==> config.mk <==
export PLATFORM = sky130hd
export DESIGN_NAME = tdt_dm_hartctl
export DESIGN_NICKNAME = d
export VERILOG_FILES = /design/src/rtl/tdt_dm_hartctl.sv
export SDC_FILE = /design/constraint.sdc
export NUM_CORES = 1
export LEC_CHECK = 0
export CAP_MARGIN = 10
export CORE_MARGIN = 2
export CORE_UTILIZATION = 39
export CTS_CLUSTER_DIAMETER = 60
export DETAILED_ROUTE_END_ITERATION = 10
export PLACE_DENSITY = 0.79
export SLEW_MARGIN = 5
export SYNTH_ARGS = -nofsm -noshare
export SYNTH_HDL_FRONTEND = slang
export SYNTH_SLANG_ARGS = --single-unit
==> constraint.sdc <==
create_clock -name sys_apb_clk -period 2.9 [get_ports sys_apb_clk]
set_clock_uncertainty 0.15 [all_clocks]
set_input_delay 0.725 -clock sys_apb_clk [delete_from_list [all_inputs] [get_ports sys_apb_clk]]
set_output_delay 0.725 -clock sys_apb_clk [all_outputs]
set_load 0.005 [all_outputs]
==> src/rtl/tdt_dm_hartctl.sv <==
// Debug-module hart control: DMCONTROL/DMSTATUS/HAWINDOW registers on APB plus per-hart halt, resume and reset handshakes.
// Define TDT_DM_HASEL_EN to build the hart-array mask (hasel, HAWINDOWSEL, single-window HAWINDOW).
module tdt_dm_hartctl #(
  parameter int CORE_NUM  = 4,
  parameter int HARTSEL_W = 10
) (
  input  logic                sys_apb_clk,
  input  logic                sys_apb_rst_b,
  input  logic                tdt_dmi_psel,
  input  logic                tdt_dmi_penable,
  input  logic                tdt_dmi_pwrite,
  input  logic [11:0]         tdt_dmi_paddr,
  input  logic [31:0]         tdt_dmi_pwdata,
  output logic [31:0]         tdt_dmi_prdata,
  output logic                tdt_dmi_pready,
  output logic                tdt_dmi_pslverr,
  input  logic [CORE_NUM-1:0] dtu_tdt_dm_halted,
  input  logic [CORE_NUM-1:0] dtu_tdt_dm_havereset,
  input  logic [CORE_NUM-1:0] pad_tdt_dm_core_unavail,
  output logic [CORE_NUM-1:0] tdt_dm_dtu_halt_req,
  output logic [CORE_NUM-1:0] tdt_dm_dtu_resume_req,
  output logic [CORE_NUM-1:0] tdt_dm_dtu_ack_havereset,
  output logic [CORE_NUM-1:0] tdt_dm_dtu_halt_on_reset,
  output logic [CORE_NUM-1:0] tdt_dm_pad_hartreset_n,
  output logic                tdt_dm_pad_ndmreset_n
);

  typedef enum logic {IDLE, PEND} resume_state_e;

  localparam logic [11:0] ADDR_DMCONTROL   = 12'h040;
  localparam logic [11:0] ADDR_DMSTATUS    = 12'h044;
  localparam logic [11:0] ADDR_HAWINDOWSEL = 12'h050;
  localparam logic [11:0] ADDR_HAWINDOW    = 12'h054;

  logic                 dmactive_q;
  logic                 hartreset_q;
  logic                 ndmreset_q;
  logic [HARTSEL_W-1:0] hartsello_q;
  logic                 hasel_q;
  logic [CORE_NUM-1:0]  hawindow_q;
  logic [CORE_NUM-1:0]  halt_req_q;
  logic [CORE_NUM-1:0]  ack_havereset_q;
  logic [CORE_NUM-1:0]  halt_on_reset_q;
  logic [CORE_NUM-1:0]  resumeack_q;
  logic [CORE_NUM-1:0]  resumeack_d;
  resume_state_e        rs_q [CORE_NUM];
  resume_state_e        rs_d [CORE_NUM];

  logic                 wr_en;
  logic                 ctl_wr;
  logic                 ctl_act;
  logic                 clr_all;
  logic                 wr_hasel;
  logic [HARTSEL_W-1:0] wr_hartsello;
  logic [CORE_NUM-1:0]  wr_sel;
  logic [CORE_NUM-1:0]  cur_sel;
  logic [CORE_NUM-1:0]  resume_go;
  logic [CORE_NUM-1:0]  st_halted;
  logic [CORE_NUM-1:0]  st_running;
  logic                 nonexist;
  logic [31:0]          dmcontrol_rd;
  logic [31:0]          dmstatus_rd;
  logic                 unused_pwdata;

  assign wr_en        = tdt_dmi_psel & tdt_dmi_penable & tdt_dmi_pwrite;
  assign ctl_wr       = wr_en & (tdt_dmi_paddr == ADDR_DMCONTROL);
  assign ctl_act      = ctl_wr & dmactive_q & tdt_dmi_pwdata[0];
  // An inactive DM, or a write that drops dmactive, holds everything else in its cleared state.
  assign clr_all      = ~dmactive_q | (ctl_wr & ~tdt_dmi_pwdata[0]);
  assign wr_hartsello = HARTSEL_W'(tdt_dmi_pwdata[25:16]);

`ifdef TDT_DM_HASEL_EN
  assign wr_hasel      = tdt_dmi_pwdata[26];
  assign unused_pwdata = ^{tdt_dmi_pwdata[27], tdt_dmi_pwdata[15:4]};

  always_ff @(posedge sys_apb_clk or negedge sys_apb_rst_b) begin
    if (!sys_apb_rst_b) begin
      hasel_q    <= 1'b0;
      hawindow_q <= '0;
    end else if (clr_all) begin
      hasel_q    <= 1'b0;
      hawindow_q <= '0;
    end else begin
      if (ctl_act) hasel_q <= tdt_dmi_pwdata[26];
      if (wr_en && tdt_dmi_paddr == ADDR_HAWINDOW) hawindow_q <= tdt_dmi_pwdata[CORE_NUM-1:0];
    end
  end
`else
  assign wr_hasel      = 1'b0;
  assign hasel_q       = 1'b0;
  assign hawindow_q    = '0;
  assign unused_pwdata = ^{tdt_dmi_pwdata[27:26], tdt_dmi_pwdata[15:4]};
`endif

  // Writes select harts by the hartsel being written; status and reset lines use the stored one.
  always_comb begin
    wr_sel  = '0;
    cur_sel = '0;
    for (int i = 0; i < CORE_NUM; i++) begin
      wr_sel[i]  = (wr_hartsello == HARTSEL_W'(i)) | (wr_hasel & hawindow_q[i]);
      cur_sel[i] = (hartsello_q == HARTSEL_W'(i)) | (hasel_q & hawindow_q[i]);
    end
  end

  always_ff @(posedge sys_apb_clk or negedge sys_apb_rst_b) begin
    if (!sys_apb_rst_b) begin
      dmactive_q      <= 1'b0;
      hartreset_q     <= 1'b0;
      ndmreset_q      <= 1'b0;
      hartsello_q     <= '0;
      halt_req_q      <= '0;
      ack_havereset_q <= '0;
      halt_on_reset_q <= '0;
    end else begin
      if (ctl_wr) dmactive_q <= tdt_dmi_pwdata[0];
      if (clr_all) begin
        hartreset_q     <= 1'b0;
        ndmreset_q      <= 1'b0;
        hartsello_q     <= '0;
        halt_req_q      <= '0;
        ack_havereset_q <= '0;
        halt_on_reset_q <= '0;
      end else begin
        ack_havereset_q <= '0;
        if (ctl_act) begin
          hartsello_q <= wr_hartsello;
          hartreset_q <= tdt_dmi_pwdata[29];
          ndmreset_q  <= tdt_dmi_pwdata[1];
          for (int i = 0; i < CORE_NUM; i++) begin
            if (wr_sel[i]) begin
              halt_req_q[i]      <= tdt_dmi_pwdata[31];
              ack_havereset_q[i] <= tdt_dmi_pwdata[28];
              if (tdt_dmi_pwdata[2])      halt_on_reset_q[i] <= 1'b0;
              else if (tdt_dmi_pwdata[3]) halt_on_reset_q[i] <= 1'b1;
            end
          end
        end
      end
    end
  end

  assign resume_go = {CORE_NUM{ctl_act & tdt_dmi_pwdata[30] & ~tdt_dmi_pwdata[31]}}
                     & wr_sel & dtu_tdt_dm_halted;

  always_ff @(posedge sys_apb_clk or negedge sys_apb_rst_b) begin
    if (!sys_apb_rst_b) begin
      for (int i = 0; i < CORE_NUM; i++) rs_q[i] <= IDLE;
      resumeack_q <= '0;
    end else begin
      for (int i = 0; i < CORE_NUM; i++) rs_q[i] <= rs_d[i];
      resumeack_q <= resumeack_d;
    end
  end

  // A pending resume completes on the first cycle the hart reports running.
  always_comb begin
    resumeack_d = resumeack_q;
    for (int i = 0; i < CORE_NUM; i++) begin
      rs_d[i] = rs_q[i];
      if (clr_all) begin
        rs_d[i]        = IDLE;
        resumeack_d[i] = 1'b0;
      end else begin
        case (rs_q[i])
          IDLE: begin
            if (resume_go[i]) begin
              rs_d[i]        = PEND;
              resumeack_d[i] = 1'b0;
            end
          end
          PEND: begin
            if (!dtu_tdt_dm_halted[i]) begin
              rs_d[i]        = IDLE;
              resumeack_d[i] = 1'b1;
            end
          end
          default: rs_d[i] = IDLE;
        endcase
      end
    end
  end

  always_comb begin
    tdt_dm_dtu_resume_req = '0;
    for (int i = 0; i < CORE_NUM; i++) tdt_dm_dtu_resume_req[i] = (rs_q[i] == PEND);
  end

  assign tdt_dm_dtu_halt_req       = halt_req_q;
  assign tdt_dm_dtu_ack_havereset  = ack_havereset_q;
  assign tdt_dm_dtu_halt_on_reset  = halt_on_reset_q;
  assign tdt_dm_pad_hartreset_n    = ~({CORE_NUM{hartreset_q}} & cur_sel);
  assign tdt_dm_pad_ndmreset_n     = ~ndmreset_q;
  assign tdt_dmi_pready            = 1'b1;
  assign tdt_dmi_pslverr           = 1'b0;

  // Returns {all, any} of a flag over the selected harts; an empty selection yields 2'b00.
  function automatic logic [1:0] all_any(input logic [CORE_NUM-1:0] flags,
                                         input logic [CORE_NUM-1:0] sel);
    all_any = {(|sel) & ~(|(sel & ~flags)), |(sel & flags)};
  endfunction

  assign st_halted  = dtu_tdt_dm_halted & ~pad_tdt_dm_core_unavail;
  assign st_running = ~dtu_tdt_dm_halted & ~pad_tdt_dm_core_unavail;
  assign nonexist   = (32'(hartsello_q) >= 32'(CORE_NUM)) & ~hasel_q;

  assign dmcontrol_rd = {2'b00, hartreset_q, 2'b00, hasel_q, 10'(hartsello_q),
                         14'h0, ndmreset_q, dmactive_q};
  assign dmstatus_rd  = {12'h000,
                         all_any(dtu_tdt_dm_havereset, cur_sel),
                         all_any(resumeack_q, cur_sel),
                         nonexist, nonexist,
                         all_any(pad_tdt_dm_core_unavail, cur_sel),
                         all_any(st_running, cur_sel),
                         all_any(st_halted, cur_sel),
                         1'b1, 3'b000, 4'd2};

  always_comb begin
    tdt_dmi_prdata = '0;
    if (tdt_dmi_psel) begin
      case (tdt_dmi_paddr)
        ADDR_DMCONTROL:   tdt_dmi_prdata = dmcontrol_rd;
        ADDR_DMSTATUS:    tdt_dmi_prdata = dmstatus_rd;
        ADDR_HAWINDOWSEL: tdt_dmi_prdata = '0;
        ADDR_HAWINDOW:    tdt_dmi_prdata = 32'(hawindow_q);
        default:          tdt_dmi_prdata = '0;
      endcase
    end
  end

endmodule

== After elaboration in Yosys (flattened, before gate mapping) ==
Cells that the tools add are included.

* Register bits after elaboration: 33
* Word-level logic and storage cells: 178

* Order comparisons: 1
* Equality and inequality tests: 16
* Muxes and demuxes: 60
* Bitwise logic cells: 49
* Reduce and logical (&&, ||, !) cells: 31

{| class="wikitable"
|+ Operators by type and width
! cell !! number
|-
| bitwise AND 4 bit || 15
|-
| case mux 30 bit (2 select lines) || 1
|-
| OR reduction 4 bit || 11
|-
| 2-to-1 mux 1 bit || 42
|-
| equality test 10 x 2 -> 1 bit, second input constant || 4
|-
| 2-to-1 mux 30 bit || 1
|-
| NOT 4 bit || 7
|-
| equality test 12 x 7 -> 1 bit, second input constant || 2
|-
| 2-to-1 mux 4 bit || 6
|-
| equality test 10 x 1 -> 1 bit, second input constant || 2
|-
| logical NOT 10 bit || 2
|-
| 2-to-1 mux 10 bit || 2
|-
| case mux 1 bit (2 select lines) || 8
|-
| AND reduction 2 bit || 8
|-
| bitwise AND 1 bit || 13
|-
| NOT 1 bit || 13
|-
| inequality test 3 x 2 -> 1 bit, second input constant || 4
|-
| inequality test 3 bit, second input constant || 4
|-
| AND reduction 3 bit || 4
|-
| >= comparator 10 x 3 -> 1 bit, second input constant || 1
|-
| nonzero test 2 bit || 5
|-
| nonzero test 3 bit || 1
|-
| bitwise OR 1 bit || 1
|}

== Depth between registers and ports, before layout ==
* Depth in word-level cells: 12
* Depth in mapped cells: 6
* Depth with buffers taken out: 4

== Worst setup path before layout ==
No wires, ideal clock.

* Kind: input port to output port
* Start: input port tdt_dmi_paddr[1]
* End: output port tdt_dmi_prdata[15]
* Data arrival time: 1.969 ns
* Data required time: 2.025 ns
* Path slack: 0.056 ns
* Stages: 5
* Buffers on the path: 1
* Cells stage by stage: nor4_1 and3_1 and2_1 nor2b_1 buf_4

* Longest elaborated chain between the ends: 3

{| class="wikitable"
|+ RTL lines
! element !! RTL line !! RTL
|-
| start: declaration || 12 || <nowiki>input logic [11:0] tdt_dmi_paddr,</nowiki>
|-
| equality test 12 x 7 -> 1 bit || 220 || <nowiki>case (tdt_dmi_paddr)</nowiki>
|-
| case mux 30 bit (2 select lines) * || 220 ||
|-
| 2-to-1 mux 30 bit * || 219 || <nowiki>if (tdt_dmi_psel) begin</nowiki>
|-
| end: declaration || 14 || <nowiki>output logic [31:0] tdt_dmi_prdata,</nowiki>
|}

Every way passes the cells marked *; elsewhere a longest branch is shown, timed or not.

== Worst setup path after layout ==
* Start: input port tdt_dmi_paddr[0]
* End: output port tdt_dmi_prdata[18]

Same word-level chain as after synthesis.

==> results.rst <==
.. list-table::
   :header-rows: 1

   * - Metric
     - Value
   * - Status
     - finished with violations
   * - Violations in the final reports
     - negative setup slack
   * - Cell depth of the worst flop-to-flop path
     - 4
   * - Detailed-route wire length
     - 6.88 mm
   * - Switching power of the nets
     - 220 uW
   * - Detailed Route Iter0 Violations
     - 117
   * - Post-route core utilization
     - 68.9%
   * - Post-synthesis mux area share
     - 2.66%
   * - Part of the power in registers
     - 48.6%
   * - Data arrival time of the critical path
     - 2.11 ns
   * - Power density relative to cell area
     - 269 mW/mm^2
   * - Post-route DRC violation count
     - 0
   * - Power share of the clock group
     - 36.4%
   * - Crit end category
     - primary output
   * - Reg2reg start
     - dmactive_q$_DFFE_PN0N_
   * - Synth warnings
     - 0
   * - Hold_sp
     - dmactive_q$_DFFE_PN0N_
   * - Number of placed I/O pins
     - 116
   * - Leakage power of the design
     - 1.57 nW
   * - Net total in the final layout
     - 440
   * - DRT antenna net count
     - 0
   * - Tcrit/Tclk final
     - 103%
   * - Antenna violations before repair
     - 0
   * - Crit Reg-Reg Endpoint
     - resumeack_q[1]$_DFFE_PN0P_
   * - Adder-Cell Fraction of Synth Area
     - 0%
   * - Clock-pin slew reported for the worst setup and hold paths after clock tree synthesis
     - 0.06 ns
   * - Worst IR Drop VDD
     - 0.212 mV
   * - Final setup margin
     - -0.0838 ns
   * - Dominant combinational cell family by area after synthesis
     - simple AND/OR/NAND/NOR gates
   * - CP Data Required Time
     - 2.03 ns
   * - Endpoint of the worst hold-timing path
     - dmactive_q$_DFFE_PN0N_
   * - Global-route wire length before repair
     - 11.3 mm
   * - Count of standard-cell rows
     - 26
   * - Number of buffers created by CTS
     - 5
   * - Commonest cells after routing, fill and taps aside
     - 47 x buf_4, 46 x clkdlybuf4s50_1, 33 x dfrtp_1
   * - Switching share of power
     - 23.2%
   * - Die Area
     - 0.00592 sq mm
   * - Category of the worst setup path launch point
     - input port
   * - Pin count of the biggest net entering global routing
     - 34
   * - Via count of the first global-routing pass
     - 2345
   * - WHS Path Cells
     - 2
   * - Vertical die dimension
     - 76.9 microns
   * - Worst reg-to-reg setup slack
     - 1.34 ns
   * - First-pass iteration count of the detailed router
     - 4
   * - Number of distinct standard cells referenced by the synthesized netlist
     - 39
   * - Max-capacitance violation count
     - 0
   * - Netlist area before placement
     - 0.00207 sq mm
   * - Total core area
     - 0.00511 sq mm
   * - Final hold violation count
     - 0
   * - Commonest non-fill, non-tap cell in the layout
     - buf_4
   * - Overall track demand over capacity in global routing
     - 23.4%
   * - Area delta synth->final
     - 69.6%
   * - Vias after detailed routing
     - 2408
   * - Via density per instance
     - 5.36
   * - Number of H-tree levels
     - 2
   * - Clock period minus final worst setup slack
     - 2.98 ns
   * - Worst hold slack
     - 0.399 ns
   * - Internal
     - 727 uW
   * - Clock buffer depth
     - 2
   * - Final global-route overflow total
     - 0
   * - Gate count after technology mapping
     - 241
   * - Worst setup path class
     - in -> out
   * - Number of clock sinks
     - 33
   * - Setup repair after global routing missed its margin
     - true
   * - Final Max Tran Viols
     - 0
   * - Number of buffer cells added on primary ports
     - 89
   * - Number of setup violations in the final report
     - 9
   * - Wirelength per Cell
     - 15.3 microns
   * - Post-synthesis compound-gate area fraction
     - 17.1%
   * - Fraction of layout instances using a drive strength above 1
     - 31.4%
   * - Part of the power in combinational logic
     - 14.9%
   * - Xor/xnor share of the synthesized area
     - 0%
   * - Placed wire-length estimate
     - 5.00 mm
   * - Inserted Diodes
     - 0
   * - Highest net fanout along the worst path
     - 4
   * - Clock Tree Root
     - clkbuf_8
   * - Die outline width
     - 76.9 microns
   * - Clock tree from TritonCTS
     - built
   * - Average instance area after synthesis
     - 8.60 sq um
   * - Gp weighted congestion
     - 0.805
   * - Highest Clock Rate
     - 0.335 GHz
   * - Simple-gate portion of the synthesized area
     - 31.6%
   * - Post-synthesis sequential area ratio
     - 39.8%
   * - Flops & latches, synth
     - 33
   * - Class of the tightest hold or removal check
     - reg -> reg
   * - Number of hold buffers added after cts
     - 0
   * - Clock latency at the later pin of the worst-skew pair
     - 0.28 ns
   * - Initial Utilization
     - 40.6%
-- state kept, by name, indices dropped and copies added, names as in the netlist --
name,count
resumeack_q,4
hartreset_q,1
hartsello_q,10
tdt_dm_dtu_resume_req,4
tdt_dm_dtu_ack_havereset,4
tdt_dm_dtu_halt_req,4
ndmreset_q,1
tdt_dm_dtu_halt_on_reset,4
dmactive_q,1
-- layer usage --
layer,part of all wire (%),vias up,GRT usage (%),wire [microns]
met5,0,-,0,0
met4,1.0,0,5.09,70
met3,7.3,8,4.82,504
met2,50,109,40.3,3410
met1,42,1141,30.2,2890
li1,-,1150,-,-
-- layout make-up --
class	instances	area, sq um
timing repair buffer	147	1240
multi-input combinational	185	1250
sequential	33	826
fill	437	1590
tap	70	87.6
inverter	7	26.3
clock buffer	7	86.3
-- synth_stat cells --
library cell	count	area, sq um
dfrtp_1	33	826
nand2_1	22	82.6
nand3_1	19	95.1
a21oi_1	17	85.1
buf_4	13	97.6
a211oi_1	12	90.1
nor2_1	12	45.0
and2_1	11	68.8
clkbuf_1	11	41.3
a31oi_1	10	62.6
nor4_1	10	62.6
nor3_1	9	45.0
inv_1	6	22.5
or3_1	6	37.5
a21o_1	5	37.5
and4_1	4	35.0
nand4_1	4	25.0
o211a_1	4	40.0
nand2b_1	3	18.8
nor2b_1	3	18.8
or4_4	3	33.8
a22oi_1	2	15.0
and3_1	2	12.5
conb_1	2	7.51
mux4_2	2	45.0
nand4b_1	2	17.5
nor4b_1	2	17.5
a221oi_1	1	8.76
and3b_1	1	8.76
buf_1	1	3.75
buf_2	1	5.00
clkinv_1	1	3.75
mux2i_1	1	10.0
nand3b_1	1	7.51
nor4bb_1	1	10.0
o211ai_1	1	7.51
o41ai_1	1	8.76
or2_2	1	6.26
or4_1	1	7.51
-- critical path, stage by stage --
cell and delay [ns]:
buf_6 0.10, nor4_4 0.24, buf_4 0.17, buf_6 0.10
and3_4 0.18, buf_6 0.10, and4_4 0.22, buf_6 0.09
a21o_1 0.07, buf_2 0.10
-- kinds of logic (layout without fill, tap and decap cells) --
group / after synthesis / count (layout)
and+or+nand+nor: 117 / 117
AOI/OAI and AO/OA: 53 / 53
muxes: 3 / 3
other: 2 / 12
DFF: 33 / 33
buffers and inverters: 33 / 161
-- metrics by stage --
step	power, mW	std cells	instance area (sq um)	setup slack, ns	setup TNS (ns)
floorplan	0.507	251	2110	0.0562	0
global placement	0.602	431	3310	-0.818	-16.79
detailed placement	0.605	431	3310	-0.851	-16.96
CTS	0.951	447	3490	-0.100	-0.638
global route	0.981	449	3520	-0.194	-1.45
finish	0.947	449	3520	-0.0838	-0.359
-- how the worst max path moves through the flow --
stage               depth (start not counted)             start  slack (ns)            endpoint
global route                               10  tdt_dmi_paddr[0]       -0.19  tdt_dmi_prdata[18]
detailed placement                          7  tdt_dmi_paddr[5]       -0.85   tdt_dmi_prdata[8]
floorplan                                   5  tdt_dmi_paddr[1]        0.06  tdt_dmi_prdata[15]
finish                                     10  tdt_dmi_paddr[0]       -0.08  tdt_dmi_prdata[18]
global placement                            7  tdt_dmi_paddr[5]       -0.82   tdt_dmi_prdata[9]
CTS                                        10  tdt_dmi_paddr[7]       -0.10  tdt_dmi_prdata[18]
-- power by group through the flow --
stage / combinational (mW) / clock (mW) / sequential (mW)
floorplan: 0.0385 / 0 / 0.469
global placement: 0.134 / 0 / 0.469
detailed placement: 0.136 / 0 / 0.469
CTS: 0.139 / 0.352 / 0.460
global route: 0.152 / 0.370 / 0.460
finish: 0.141 / 0.345 / 0.460
-- timing repair --
action                                  CTS  global route
gates cloned                              1             0
pin swaps                                17            10
gates resized for setup                 161            11
setup buffers                            10             2
endpoints found under the setup margin   26            22
endpoints found under the hold margin     0             0
No activity file was read; power rests on OpenSTA's default activity.
==> RTL edit: new RTL, same flow settings <==
The parameter `CORE_NUM` goes from 4 to 8.
--- a/src/rtl/tdt_dm_hartctl.sv
+++ b/src/rtl/tdt_dm_hartctl.sv
@@ -1,7 +1,7 @@
 // Debug-module hart control: DMCONTROL/DMSTATUS/HAWINDOW registers on APB plus per-hart halt, resume and reset handshakes.
 // Define TDT_DM_HASEL_EN to build the hart-array mask (hasel, HAWINDOWSEL, single-window HAWINDOW).
 module tdt_dm_hartctl #(
-  parameter int CORE_NUM  = 4,
+  parameter int CORE_NUM  = 8,
   parameter int HARTSEL_W = 10
 ) (
   input  logic                sys_apb_clk,
Ports: changed (8 resized); port bits go from 116 to 148. The function was not compared with the original's and may differ.
==> RTL edit against the unedited design <==
The run still ends with setup timing left; final area grew 48%; wire length grew 56%; synthesized area grew 54%; register-to-register slack lost 0.10 ns; power grew 57%; utilization shrank 4.5 points; sequential cell count grew 20; worst setup slack lost 0.14 ns.
==> RTL edit: results (changes against the unedited design) <==
| Metric | Value |
|---|---|
| Total negative slack | `-1.75 ns (-1.39 ns)` |
| R2R setup slack | `1.24 ns (-0.10 ns)` |
| Slowest CP cell | `clkdlybuf4s50_1` |
| Crit-path max FO | `3 (-1)` |
| Clock-pin slew on the worst setup and hold paths | `0.10 ns (+0.04 ns)` |
| Yosys cell types | `53 (+36%)` |
| Peak supply drop | `0.253 mV (+19%)` |
| Worst Hold Class | `input port to async pin` |
| Routed wire length | `10.7 mm (+56%)` |
| Final net count | `580 (+32%)` |
| Placed cell count | `592 (+37%)` |
| GP Congestion | `0.900 (+12%)` |
| Via-to-Cell Ratio | `5.46 (+1.7%)` |
| Layout cells sized above 1 | `0.335 (+0.0207)` |
| Fill cells | `654 (+50%)` |
| DP HPWL | `7.82 mm (+56%)` |
| Cells after Synth | `329 (+37%)` |
| Mux contribution to synthesized area | `0.0684 (+0.0419)` |
| Commonest cells in the netlist | `dfrtp_1, nor2_1, inv_1, nand3_1, buf_4` |
| Post-Synth Adder-Cell Area | `0 (unchanged)` |
| Sequential fraction of the synthesis area | `0.415 (+0.0162)` |
| Vias in the first global route | `3,326 (+42%)` |
| Number of DRC markers in iteration 0 | `239 (+100%)` |
| Failing checks | `setup timing` |
| Layout Cells excl Fill | `613 (+37%)` |
| Max incr delay on CP | `0.45 ns (+0.21 ns)` |
| Final setup viols | `17 (+8)` |
| Top cells by area, synth | `dfrtp_1, nor2_1, a22o_1` |
| DP Area | `4880 um^2 (+47%)` |
| Status | `complete, but fails checks` |
| First-pass GRT wire length | `15.9 mm (+41%)` |
| Pleak | `2.38 nW (+52%)` |
| Port bufs | `121 (+36%)` |
| Final worst slack | `-0.225 ns (-0.141 ns)` |
## RTL edit: cell count changes after synthesis, sizes merged, moves of 8 or more
cell	change
a22o	+12
dfrtp	+20
o21ai	+10
nand2	-12
buf	+9
nor2	+20
a2bb2oi	+8
mux2	+9
inv	+12
## RTL edit: cell type report
class | count | area, um^2 | area share
Clock buffer | 7 | 86.3 | 0.0166
Clock inverter | 1 | 30.0 | 0.00576
Inverter | 18 | 67.6 | 0.0130
Multi-Input combinational cell | 235 | 1900 | 0.364
Sequential cell | 53 | 1330 | 0.255
Tap cell | 105 | 131 | 0.0252
Timing Repair Buffer | 194 | 1670 | 0.321
## RTL edit: power breakdown
group	total, mW	switching (mW)	internal [mW]
Sequential	0.754	0.00640	0.747
Combinational	0.216	0.102	0.114
Clock	0.516	0.235	0.282
Total	1.49	0.343	1.14
## RTL edit: layer usage
metal  wire length, um  vias to the layer above  GRT usage  part of all wire
met5                 0                        -          0                 0
met2              5270                      149      0.388              0.49
met3               963                       14     0.0519             0.090
met4               152                        0     0.0785             0.014
met1              4340                     1618      0.283              0.40
li1                  -                     1564          -                 -
## RTL edit: path summary, 6_finish.rpt
path	start	end	cells after the start
max	pad_tdt_dm_core_unavail[2]	tdt_dmi_prdata[12]	6
min	sys_apb_rst_b	hartsello_q[4]$_DFFE_PN0P_	1
min in group sys_apb_clk	tdt_dm_dtu_halt_req[7]$_DFFE_PN0P_	tdt_dm_dtu_halt_req[7]$_DFFE_PN0P_	1
max reg2reg	dmactive_q$_DFFE_PN0N_	tdt_dm_dtu_halt_req[3]$_DFFE_PN0P_	3
max in group asynchronous	sys_apb_rst_b	tdt_dm_dtu_resume_req[7]$_DFF_PN0_	2
min reg2reg	tdt_dm_dtu_halt_req[7]$_DFFE_PN0P_	tdt_dm_dtu_halt_req[7]$_DFFE_PN0P_	1
## RTL edit: metrics by stage
stage	hold WS, ns	setup slack [ns]	utilization
2_1_floorplan	0.279	0.179	-
4_1_cts	0.276	-0.238	0.631
3_3_place_gp	0.345	-0.726	0.603
3_5_place_dp	0.350	-0.855	0.603
6_report	0.264	-0.225	0.644
5_1_grt	0.305	-0.270	0.644
## RTL edit: timing repair
| item | CTS | global route |
|---|---|---|
| endpoints found under the setup margin | 30 | 30 |
| resized for setup | 175 | 33 |
| pin swaps | 20 | 11 |
| endpoints found under the hold margin | 0 | 0 |
| setup buffers | 12 | 3 |
## RTL edit: cell families (layout without fill, tap and decap cells)
| kind of cell | Yosys count | in the layout |
|---|---|---|
| mux | 17 | 17 |
| other cells | 2 | 12 |
| simple gates | 114 | 114 |
| buf+inv | 51 | 220 |
| compound gates | 92 | 92 |
| flops | 53 | 53 |
